===== src/rtl/power_switch_sequencer.sv =====
// Staged header power-switch sequencer: enables sleep_n stages one at a time to limit in-rush.
// Define PSW_ACK_CHECK_EN to gate power-up on synchronized vdd_good, with timeout and ON monitor.
module power_switch_sequencer #(
  parameter int unsigned NUM_STAGES  = 4,
  parameter int unsigned STAGE_DELAY = 8,
  parameter int unsigned ACK_TIMEOUT = 64
) (
  input  logic                  i_clk,
  input  logic                  i_rst,
  input  logic                  i_pwr_req,
  input  logic                  i_vdd_good,
  output logic [NUM_STAGES-1:0] o_sleep_n_stages,
  output logic                  o_pwr_ack,
  output logic                  o_pwr_off_ack,
  output logic                  o_busy,
  output logic                  o_err
);

  localparam int unsigned CNT_W = $clog2(STAGE_DELAY + 1);
  localparam int unsigned IDX_W = $clog2(NUM_STAGES + 1);

  typedef enum logic [1:0] {StOff, StRampUp, StOn, StRampDown} state_e;

  state_e                r_state, w_state_d;
  logic [CNT_W-1:0]      r_cnt, w_cnt_d;
  logic [IDX_W-1:0]      r_idx, w_idx_d;
  logic [NUM_STAGES-1:0] r_sleep, w_sleep_d;
  logic                  r_ack, w_ack_d;
  logic                  r_off_ack, w_off_ack_d;
  logic                  r_busy, w_busy_d;
  logic                  r_err, w_err_d;
  logic                  w_go_down, w_go_on;
  logic                  w_delay_done, w_last_set;

`ifdef PSW_ACK_CHECK_EN
  localparam int unsigned TMO_W = $clog2(ACK_TIMEOUT + 1);

  logic             r_vdd_meta, r_vdd_sync;
  logic [TMO_W-1:0] r_tmo, w_tmo_d;
  logic             w_tmo_done;

  assign w_tmo_done = (r_tmo == TMO_W'(ACK_TIMEOUT - 1));

  always_ff @(posedge i_clk or posedge i_rst) begin
    if (i_rst) begin
      r_vdd_meta <= 1'b0;
      r_vdd_sync <= 1'b0;
      r_tmo      <= '0;
    end else begin
      r_vdd_meta <= i_vdd_good;
      r_vdd_sync <= r_vdd_meta;
      r_tmo      <= w_tmo_d;
    end
  end
`else
  localparam int unsigned unused_ack_timeout = ACK_TIMEOUT;
  logic w_unused_vdd;
  assign w_unused_vdd = i_vdd_good;
`endif

  assign w_delay_done = (r_cnt == CNT_W'(STAGE_DELAY - 1));
  assign w_last_set   = (r_idx == IDX_W'(NUM_STAGES));

  always_comb begin
    w_state_d   = r_state;
    w_cnt_d     = r_cnt;
    w_idx_d     = r_idx;
    w_sleep_d   = r_sleep;
    w_ack_d     = r_ack;
    w_off_ack_d = r_off_ack;
    w_busy_d    = r_busy;
    w_err_d     = r_err;
    w_go_down   = 1'b0;
    w_go_on     = 1'b0;
`ifdef PSW_ACK_CHECK_EN
    w_tmo_d     = r_tmo;
`endif

    unique case (r_state)
      StOff: begin
        if (i_pwr_req) begin
          w_state_d   = StRampUp;
          w_sleep_d   = NUM_STAGES'(1);
          w_idx_d     = IDX_W'(1);
          w_cnt_d     = '0;
          w_err_d     = 1'b0;
          w_busy_d    = 1'b1;
          w_off_ack_d = 1'b0;
        end
      end
      StRampUp: begin
        if (!i_pwr_req) begin
          w_go_down = 1'b1;
        end else if (!w_last_set) begin
          if (w_delay_done) begin
            w_cnt_d = '0;
            for (int i = 0; i < int'(NUM_STAGES); i++) begin
              if (r_idx == IDX_W'(i)) w_sleep_d[i] = 1'b1;
            end
            w_idx_d = r_idx + IDX_W'(1);
`ifdef PSW_ACK_CHECK_EN
            w_tmo_d = '0;
`endif
          end else begin
            w_cnt_d = r_cnt + CNT_W'(1);
          end
        end else begin
`ifdef PSW_ACK_CHECK_EN
          // All stages on: hold here until the rail is reported good.
          if (r_vdd_sync) begin
            w_go_on = 1'b1;
          end else if (w_tmo_done) begin
            w_err_d   = 1'b1;
            w_go_down = 1'b1;
          end else begin
            w_tmo_d = r_tmo + TMO_W'(1);
          end
`else
          if (w_delay_done) begin
            w_go_on = 1'b1;
          end else begin
            w_cnt_d = r_cnt + CNT_W'(1);
          end
`endif
        end
      end
      StOn: begin
        if (!i_pwr_req) begin
          w_go_down = 1'b1;
`ifdef PSW_ACK_CHECK_EN
        end else if (!r_vdd_sync) begin
          w_err_d   = 1'b1;
          w_go_down = 1'b1;
`endif
        end
      end
      StRampDown: begin
        if (w_delay_done) begin
          w_state_d   = StOff;
          w_cnt_d     = '0;
          w_off_ack_d = 1'b1;
          w_busy_d    = 1'b0;
        end else begin
          w_cnt_d = r_cnt + CNT_W'(1);
        end
      end
      default: w_state_d = StOff;
    endcase

    if (w_go_on) begin
      w_state_d = StOn;
      w_cnt_d   = '0;
      w_ack_d   = 1'b1;
      w_busy_d  = 1'b0;
    end
    // Entry into discharge: cut every stage at once and restart the wait timer.
    if (w_go_down) begin
      w_state_d   = StRampDown;
      w_cnt_d     = '0;
      w_idx_d     = '0;
      w_sleep_d   = '0;
      w_ack_d     = 1'b0;
      w_off_ack_d = 1'b0;
      w_busy_d    = 1'b1;
    end
  end

  always_ff @(posedge i_clk or posedge i_rst) begin
    if (i_rst) begin
      r_state   <= StOff;
      r_cnt     <= '0;
      r_idx     <= '0;
      r_sleep   <= '0;
      r_ack     <= 1'b0;
      r_off_ack <= 1'b1;
      r_busy    <= 1'b0;
      r_err     <= 1'b0;
    end else begin
      r_state   <= w_state_d;
      r_cnt     <= w_cnt_d;
      r_idx     <= w_idx_d;
      r_sleep   <= w_sleep_d;
      r_ack     <= w_ack_d;
      r_off_ack <= w_off_ack_d;
      r_busy    <= w_busy_d;
      r_err     <= w_err_d;
    end
  end

  assign o_sleep_n_stages = r_sleep;
  assign o_pwr_ack        = r_ack;
  assign o_pwr_off_ack    = r_off_ack;
  assign o_busy           = r_busy;
  assign o_err            = r_err;

endmodule


===== config.mk =====
export PLATFORM = sky130hd
export DESIGN_NAME = power_switch_sequencer
export DESIGN_NICKNAME = d
export VERILOG_FILES = /design/src/rtl/power_switch_sequencer.sv
export SDC_FILE = /design/constraint.sdc
export NUM_CORES = 1
export LEC_CHECK = 0
export ABC_AREA = 1
export CORE_ASPECT_RATIO = 1.25
export CORE_MARGIN = 1.5
export CORE_UTILIZATION = 54
export DETAILED_ROUTE_END_ITERATION = 8
export PLACE_DENSITY = 0.82
export RECOVER_POWER = 25
export SYNTH_ARGS = -nofsm -noshare
export SYNTH_HDL_FRONTEND = slang
export SYNTH_SLANG_ARGS = --single-unit
export TNS_END_PERCENT = 5

===== constraint.sdc =====
create_clock -name i_clk -period 1.65 [get_ports i_clk]
set_input_delay 0.2475 -clock i_clk [delete_from_list [all_inputs] [get_ports i_clk]]
set_output_delay 0.2475 -clock i_clk [all_outputs]
set_load 0.005 [all_outputs]

Word level (Yosys, flattened, before mapping)
Cells that the tools add are included.

word-level totals
  register bits after elaboration = 16
  input bits = 4
  output and inout port bits = 8
  logic and storage cells = 95

operators by class
  $add $sub $neg = 2
  equal/unequal tests = 21
  muxes and demuxes = 46
  reduce and logical (&&, ||, !) cells = 16

operator list
  cell                 count
  $mux 4               12
  $ne 3x3->1 const B   9
  $reduce_and 6->1     4
  $mux 1               19
  $mux 3               5
  $ne 4x4->1 const B   3
  $pmux 4 s3           1
  $mux 2               4
  $pmux 4 s2           1
  $eq 3x2->1 const B   2
  $pmux 3 s2           1
  $reduce_and 3->1     2
  $reduce_bool 3->1    2
  $ne 5x5->1 const B   1
  $reduce_and 5->1     1
  $reduce_bool 5->1    1
  $add 4x1->4 const B  1
  $eq 2x2->1 const B   2
  $eq 4x3->1 const B   1
  $pmux 1 s2           2
  $pmux 2 s2           1
  $reduce_and 4->1     1
  $reduce_bool 4->1    1
  $add 3x1->3 const B  1
  7 further kinds      7

Longest topological paths before layout
Gate-level depths: netlist of run 1.

  depth in word-level cells = 7
  depth in mapped cells = 10
  mapped depth without buffers = 10

Least setup slack after synthesis of run 1
Ideal clock, no wire load.

  kind = register -> register
  start = register o_busy (netlist name)
  end = register r_busy, in the netlist o_busy
  library setup time = 0.117 ns
  arrival = 1.371 ns
  data required time = 1.533 ns
  path slack = 0.163 ns
  stages on the path, launching flop included = 11
  buffers on the path = 1
  clock period less this slack = 1.487 ns
  cell sequence = dfrtp_1 -> inv_1 -> ha_1 -> nand2_2 -> buf_6 -> nand2_2 -> nor2_4 -> nor2_2 -> nand2_1 -> nand2_1 -> nand2_1

RTL lines
  item                  RTL line  source
  end signal, assigned  185       r_busy <= w_busy_d;
  end, declared         30        logic r_busy, w_busy_d;

Final worst setup path of run 1
  start = register r_off_ack, in the netlist o_pwr_off_ack
  end = output port o_pwr_off_ack

RTL lines
  item                    RTL line  source
  start, declared         29        logic r_off_ack, w_off_ack_d;
  start signal, assigned  184       r_off_ack <= w_off_ack_d;
  end, declared           14        output logic o_pwr_off_ack,

No word-level cell between the ends.

==> impl_metrics.yaml, run 1 <==
die:
  die_h_microns: 51.9
  start_util_pct: 57.9
  fp-row-count: 17
  die-area_sq_mm: 0.00219
  dieWidth_microns: 42.2
  ios: 12
  core_area_sq_mm: 0.00179
power_and_ir_drop:
  powerDensity_mw_per_mm2: 1620
  leakage_nw: 0.633
  vdd_drop_max_mv: 0.944
  total_power_mw: 2.03
logic_synthesis:
  yosys_register_bits: 15
  yosysWarnings: 0
  syn_inst: 134
  netlist_area_sq_mm: 0.00103
  yosys.area.top_type: "dfrtp_1"
  yosysSeqAreaShare_pct: 36.4
  ys_top_cells_by_area: "dfrtp_1, nand2_1, ha_1"
  synth.distinct_cells: 22
  muxShareOfSynthArea_pct: 0
  postSynthAreaPerCell_sq_um: 7.72
  syn_nets: 148
  synth-compound-area-share_pct: 7.01
  synth_fa_ha_area_share_pct: 12.1
  synth_top_family_by_area: "simple AND/OR/NAND/NOR gates"
  yosys.area_share.simple_pct: 34.7
  synth-xor-area-share_pct: 0
  yosys.area.top_type_share_pct: 33.9
critical_path:
  crit_slowest_cell: "dfstp_2"
  path_max_fanout: 2
  path_cells: "clkdlybuf4s50_1"
  path_delay_family: "flip-flops"
  cp-start-kind: "flip-flop"
  crit_required_ns: 1.40
  path_class: "reg -> out"
  crit_start: "o_pwr_off_ack$_DFFE_PP1P_"
  arrival_ns: 1.32
  path_buf_inv: 1
  cpPeakStageDelay_ns: 0.54
  reg2reg_from: "o_busy$_DFFE_PP0P_"
  endpoint_kind: "output port"
placed_design:
  post-place-cells: 165
  dp_hpwl_microns: 1500
  gp_congestion: 0.776
  place_area_sq_mm: 0.00116
  io_buffers: 9
clock_tree:
  htree_levels: 1
  path_clk_slew_ns: 0.09
  cts_buffers: 3
  cts_buffer_depth: 2
  cts_root_buf: "clkbuf_4"
  clk-insertion-delay-late_ns: 0.29
  ctsHoldBuffers: 0
  cts_tree: "done"
  clock_sinks: 15
timing:
  grt_setup_unrepaired: "no"
  worstMarginPinSlew_ns: 0.568
  period_share_pct: 94.9
  period_needed_ns: 1.57
  slew_viol_final: 0
  finalHoldWorstSlack_ns: 0.442
  setup-tns-final_ns: 0
  fmax_mhz: 638
  slew_headroom_pct: 62.1
  finalHoldViolCount: 0
  setup_viol: 0
  finalClockSkew_ns: 0.00422
routing:
  postRouteAntennaNets: 0
  wl_per_cell_microns: 11.4
  vias: 885
  drc: 0
  drtPass1Iterations: 4
  post_drt_via_cell_ratio: 5.12
  initialDrtViolationCount: 16
  routed_wirelength_microns: 1970
final_layout:
  finalNetCount: 169
  antenna_cells: 0
  final_area_sq_mm: 0.00125
  final_cells: 173
  drive_above_1_share_pct: 23.4
  syn2layout_area_growth_pct: 20.8
status:
  status: "complete, no violations"
worst_hold_path:
  hold_class: "in -> async"
grt:
  grt-ovfl-total: 0
  grt_pass1_vias: 867
  antenna_found_initial: 0
  grt_max_degree: 16
  grt_pass1_wl_microns: 3350
  grt_util_all_layers_pct: 20.7
run:
  drv_cap: 0
[path summary, 6_finish.rpt]
path | endpoint | slack [ns] | depth (start not counted)
min in group i_clk | o_sleep_n_stages[0]$_DFFE_PP0P_ | 0.48 | 2
worst min-delay path | r_cnt[3]$_DFFE_PP0P_ | 0.44 | 2
worst max register to register | o_sleep_n_stages[0]$_DFFE_PP0P_ | 0.12 | 9
max in group asynchronous | o_pwr_off_ack$_DFFE_PP1P_ | 0.83 | 2
worst min register to register | o_sleep_n_stages[0]$_DFFE_PP0P_ | 0.48 | 2
worst max-delay path | o_pwr_off_ack | 0.08 | 1
[layout make-up]
cell class | instances | area, sq um
flip-flops and latches | 15 | 377
well taps | 19 | 23.8
multi-input cells | 98 | 591
repair buffers | 19 | 165
clock buffers | 4 | 26.3
inverters | 18 | 67.6
fillers | 163 | 537
[synthesized netlist by cell type, drive strengths merged]
library cell,count
nand2,45
conb,1
ha,10
a21oi,6
o21a,1
dfrtp,14
nor2,10
nand3,11
dfstp,1
buf,3
nand3b,4
nor3b,1
o21ai,7
nand4,2
inv,18
[through the flow]
stage	utilization, %	setup WS (ns)
floorplan	-	0.163
global placement	65.1	0.0327
detailed placement	65.1	0.0167
CTS	66.6	0.0297
global route	70.0	0.0191
finish	70.0	0.0835
[power by group]
part	internal, mW	switching (mW)	leakage, nW
clock network	0.0942	0.123	0.0150
registers	0.458	0.0761	0.195
logic	0.555	0.720	0.422
total	1.11	0.918	0.633
[cell usage in the layout (no fill, tap or decap)]
cell type | synthesis | layout
o21a_1 | 1 | 1
o21ai_0 | 2 | 2
nor2_2 | 2 | 2
dlygate4sd3_1 | 0 | 1
conb_1 | 1 | 1
dfrtp_1 | 14 | 14
nand3_1 | 11 | 11
nand2_2 | 8 | 7
inv_2 | 3 | 5
nand4_1 | 2 | 2
nor3b_1 | 1 | 1
dfstp_2 | 1 | 1
clkbuf_4 | 0 | 3
nand2_4 | 1 | 2
o21ai_1 | 5 | 5
nor2_4 | 2 | 3
nand3b_1 | 4 | 4
ha_4 | 0 | 1
a21oi_1 | 6 | 6
clkbuf_1 | 0 | 1
nand2_1 | 36 | 36
nor2_1 | 6 | 5
inv_1 | 15 | 13
clkdlybuf4s50_1 | 0 | 8
ha_1 | 10 | 7
ha_2 | 0 | 2
buf_4 | 1 | 10
[timing repair]
action                                 4_1_cts  5_1_grt
endpoints found under the hold margin        0        0
setup endpoints to repair                    0       15
gates resized for setup                      0        9
setup buffers                                0        4
[sequential cells by signal (all words and copies together), names as in the netlist]
register and cells:
r_state 1, r_idx 3, o_pwr_ack 1, r_cnt 4, o_sleep_n_stages 4, o_busy 1
o_pwr_off_ack 1
[per-layer routing]
metal | track usage (%) | vias up | share of wire (%)
li1 | - | 463 | -
met1 | 21.6 | 402 | 45
met2 | 39.8 | 15 | 50
met3 | 2.08 | 5 | 2.5
met4 | 12.0 | 0 | 2.4
met5 | 0 | - | 0
[logic make-up (layout without fill, tap and decap cells)]
group,after synthesis,count (layout)
simple gates,73,73
fa+ha+maj,10,10
buf+inv,21,41
other cells,1,1
compound gates,14,14
flops,15,15
Power figures use the tool's default switching activity.
==> inputs of run 2 (changes only) <==
Settings changed: PLACE_DENSITY 0.82 to 0.77.
==> run 2 against run 1 <==
  * Final cell count decreased by 1.2%
  * Critical path depth unchanged
  * Clock skew decreased by 0.00093 ns
  * Count of clock-buffer cells in the layout unchanged
  * Clock power decreased by 5%
  * Critical path type unchanged
  * Final area decreased by 1.8%
  * Largest cell class unchanged
  * Die area unchanged
  * Register-to-register slack about the same
  * Worst setup slack improved by 0.020 ns
==> impl_metrics.yaml, run 2 (synthesized netlist as in run 1, its figures left out) <==
timing:
  slew_headroom_pct: 60.8
  slew_viol_final: 0
  period_needed_ns: 1.55
  setup_viol: 0
  period_share_pct: 93.8
  finalHoldViolCount: 0
  worstMarginPinSlew_ns: 0.587
  grt_setup_unrepaired: "no"
  fmax_mhz: 646
  fin_ws_ns: 0.103
  finalClockSkew_ns: 0.00329
  setup-tns-final_ns: 0
critical_path:
  crit_required_ns: 1.40
  path_depth: 1
  reg2reg_from: "r_state[1]$_DFFE_PP0P_"
  path_max_fanout: 2
  crit_start: "o_pwr_off_ack$_DFFE_PP1P_"
  ff2ff_path_depth: 9
  cpPeakStageDelay_ns: 0.54
  crit_slowest_cell: "dfstp_2"
  endpoint: "o_pwr_off_ack"
  path_buf_inv: 1
  arrival_ns: 1.30
  r2r_setup_slack_ns: 0.12
  path_cells: "clkdlybuf4s50_1"
  endpoint_kind: "output port"
  reg2reg_to: "o_sleep_n_stages[0]$_DFFE_PP0P_"
  path_delay_family: "flip-flops"
  cp-start-kind: "flip-flop"
  path_class: "reg -> out"
clock_tree:
  clock_sinks: 15
  htree_levels: 1
  cts_tree: "done"
  path_clk_slew_ns: 0.09
  ctsHoldBuffers: 0
  cts_buffer_depth: 2
  cts_root_buf: "clkbuf_4"
  cts_buffers: 3
  clk-insertion-delay-late_ns: 0.28
die:
  core_area_sq_mm: 0.00179
  die-area_sq_mm: 0.00219
  start_util_pct: 57.9
  die_h_microns: 51.9
  ios: 12
  fp-row-count: 17
  dieWidth_microns: 42.2
power_and_ir_drop:
  net-switching-power_uw: 891
  p_seq_share_pct: 27.1
  vdd_drop_max_mv: 0.998
  leakage_nw: 0.629
  combPwrFrac_pct: 62.4
  power.internal_mw: 1.08
  netSwitchingFraction_pct: 45.1
  clkPwrFrac_pct: 10.5
  powerDensity_mw_per_mm2: 1610
routing:
  wl_per_cell_microns: 11.2
  drc: 0
  vias: 880
  post_drt_via_cell_ratio: 5.15
  drtPass1Iterations: 4
  routed_wirelength_microns: 1920
  initialDrtViolationCount: 7
  postRouteAntennaNets: 0
placed_design:
  gp_congestion: 0.794
  io_buffers: 9
  place_ws_ns: -0.00912
  dp_hpwl_microns: 1500
  post-place-cells: 165
worst_hold_path:
  hold_class: "in -> async"
final_layout:
  final_cells: 171
  syn2layout_area_growth_pct: 18.6
  final_core_util_pct: 68.7
  fillers: 161
  layout.cells.most_common_list: "nand2_1, inv_1, dfrtp_1"
  antenna_cells: 0
  drive_above_1_share_pct: 20.4
  finalNetCount: 167
  final_common_cell: "nand2_1"
run:
  drv_cap: 0
grt:
  grt_max_degree: 16
  grt_util_all_layers_pct: 20.4
  grt_pass1_wl_microns: 3440
  grt-ovfl-total: 0
  antenna_found_initial: 0
  grt_pass1_vias: 863
status:
  status: "complete, no violations"
run 2: changes by cell type in the layout (fill, tap and decap cells not counted), sizes merged:
cell and change:
buf -2
run 2: area by class of cell:
class | instances | area, sq um | share of cell area [%]
clock buffer | 4 | 26.3 | 2.14
inverter | 18 | 67.6 | 5.50
multi-input combinational | 98 | 571 | 46.5
sequential | 15 | 377 | 30.7
tap | 19 | 23.8 | 1.94
timing repair buffer | 17 | 163 | 13.3
run 2: worst min-delay path by stage:
stage                                                from                              end  depth (start not counted)
after floorplan                                     i_rst               o_busy$_DFFE_PP0P_                          1
after global placement    o_sleep_n_stages[0]$_DFFE_PP0P_  o_sleep_n_stages[0]$_DFFE_PP0P_                          2
after detailed placement            o_pwr_ack$_DFFE_PP0P_            o_pwr_ack$_DFFE_PP0P_                          2
after CTS                                           i_rst  o_sleep_n_stages[2]$_DFFE_PP0P_                          2
after global routing      o_sleep_n_stages[0]$_DFFE_PP0P_  o_sleep_n_stages[0]$_DFFE_PP0P_                          2
final                                               i_rst  o_sleep_n_stages[3]$_DFFE_PP0P_                          2
run 2: power groups by stage:
stage / sequential (mW) / clock, mW / combinational (mW)
finish: 0.534 / 0.207 / 1.23
global route: 0.542 / 0.231 / 1.38
CTS: 0.532 / 0.218 / 1.15
detailed placement: 0.539 / 0 / 1.14
global placement: 0.529 / 0 / 1.11
floorplan: 0.530 / 0 / 0.813
run 2: metrics by stage:
step	area (sq um)	power [mW]	hold slack, ns
final	1230	1.97	0.462
after global routing	1230	2.15	0.505
after CTS	1200	1.90	0.345
after detailed placement	1180	1.68	0.470
after global placement	1180	1.64	0.457
after floorplan	1030	1.34	0.148
run 2: per-layer routing:
metal  global-route usage, %  vias to the layer above  wire (microns)
li1                        -                      458               -
met1                    23.2                      401             873
met2                    38.8                       17             965
met3                    2.08                        4              53
met4                    7.81                        0              25
met5                       0                        -               0
run 2: what timing repair did:
action,in CTS,in global routing
setup buffers,0,2
resized for setup,0,4
setup endpoints to repair,0,12
==> inputs of run 3 (changes only) <==
Settings changed: SLEW_MARGIN set to 15.
==> results of run 3 <==
No change in the layout: final DEF, timing and power equal those of run 2.
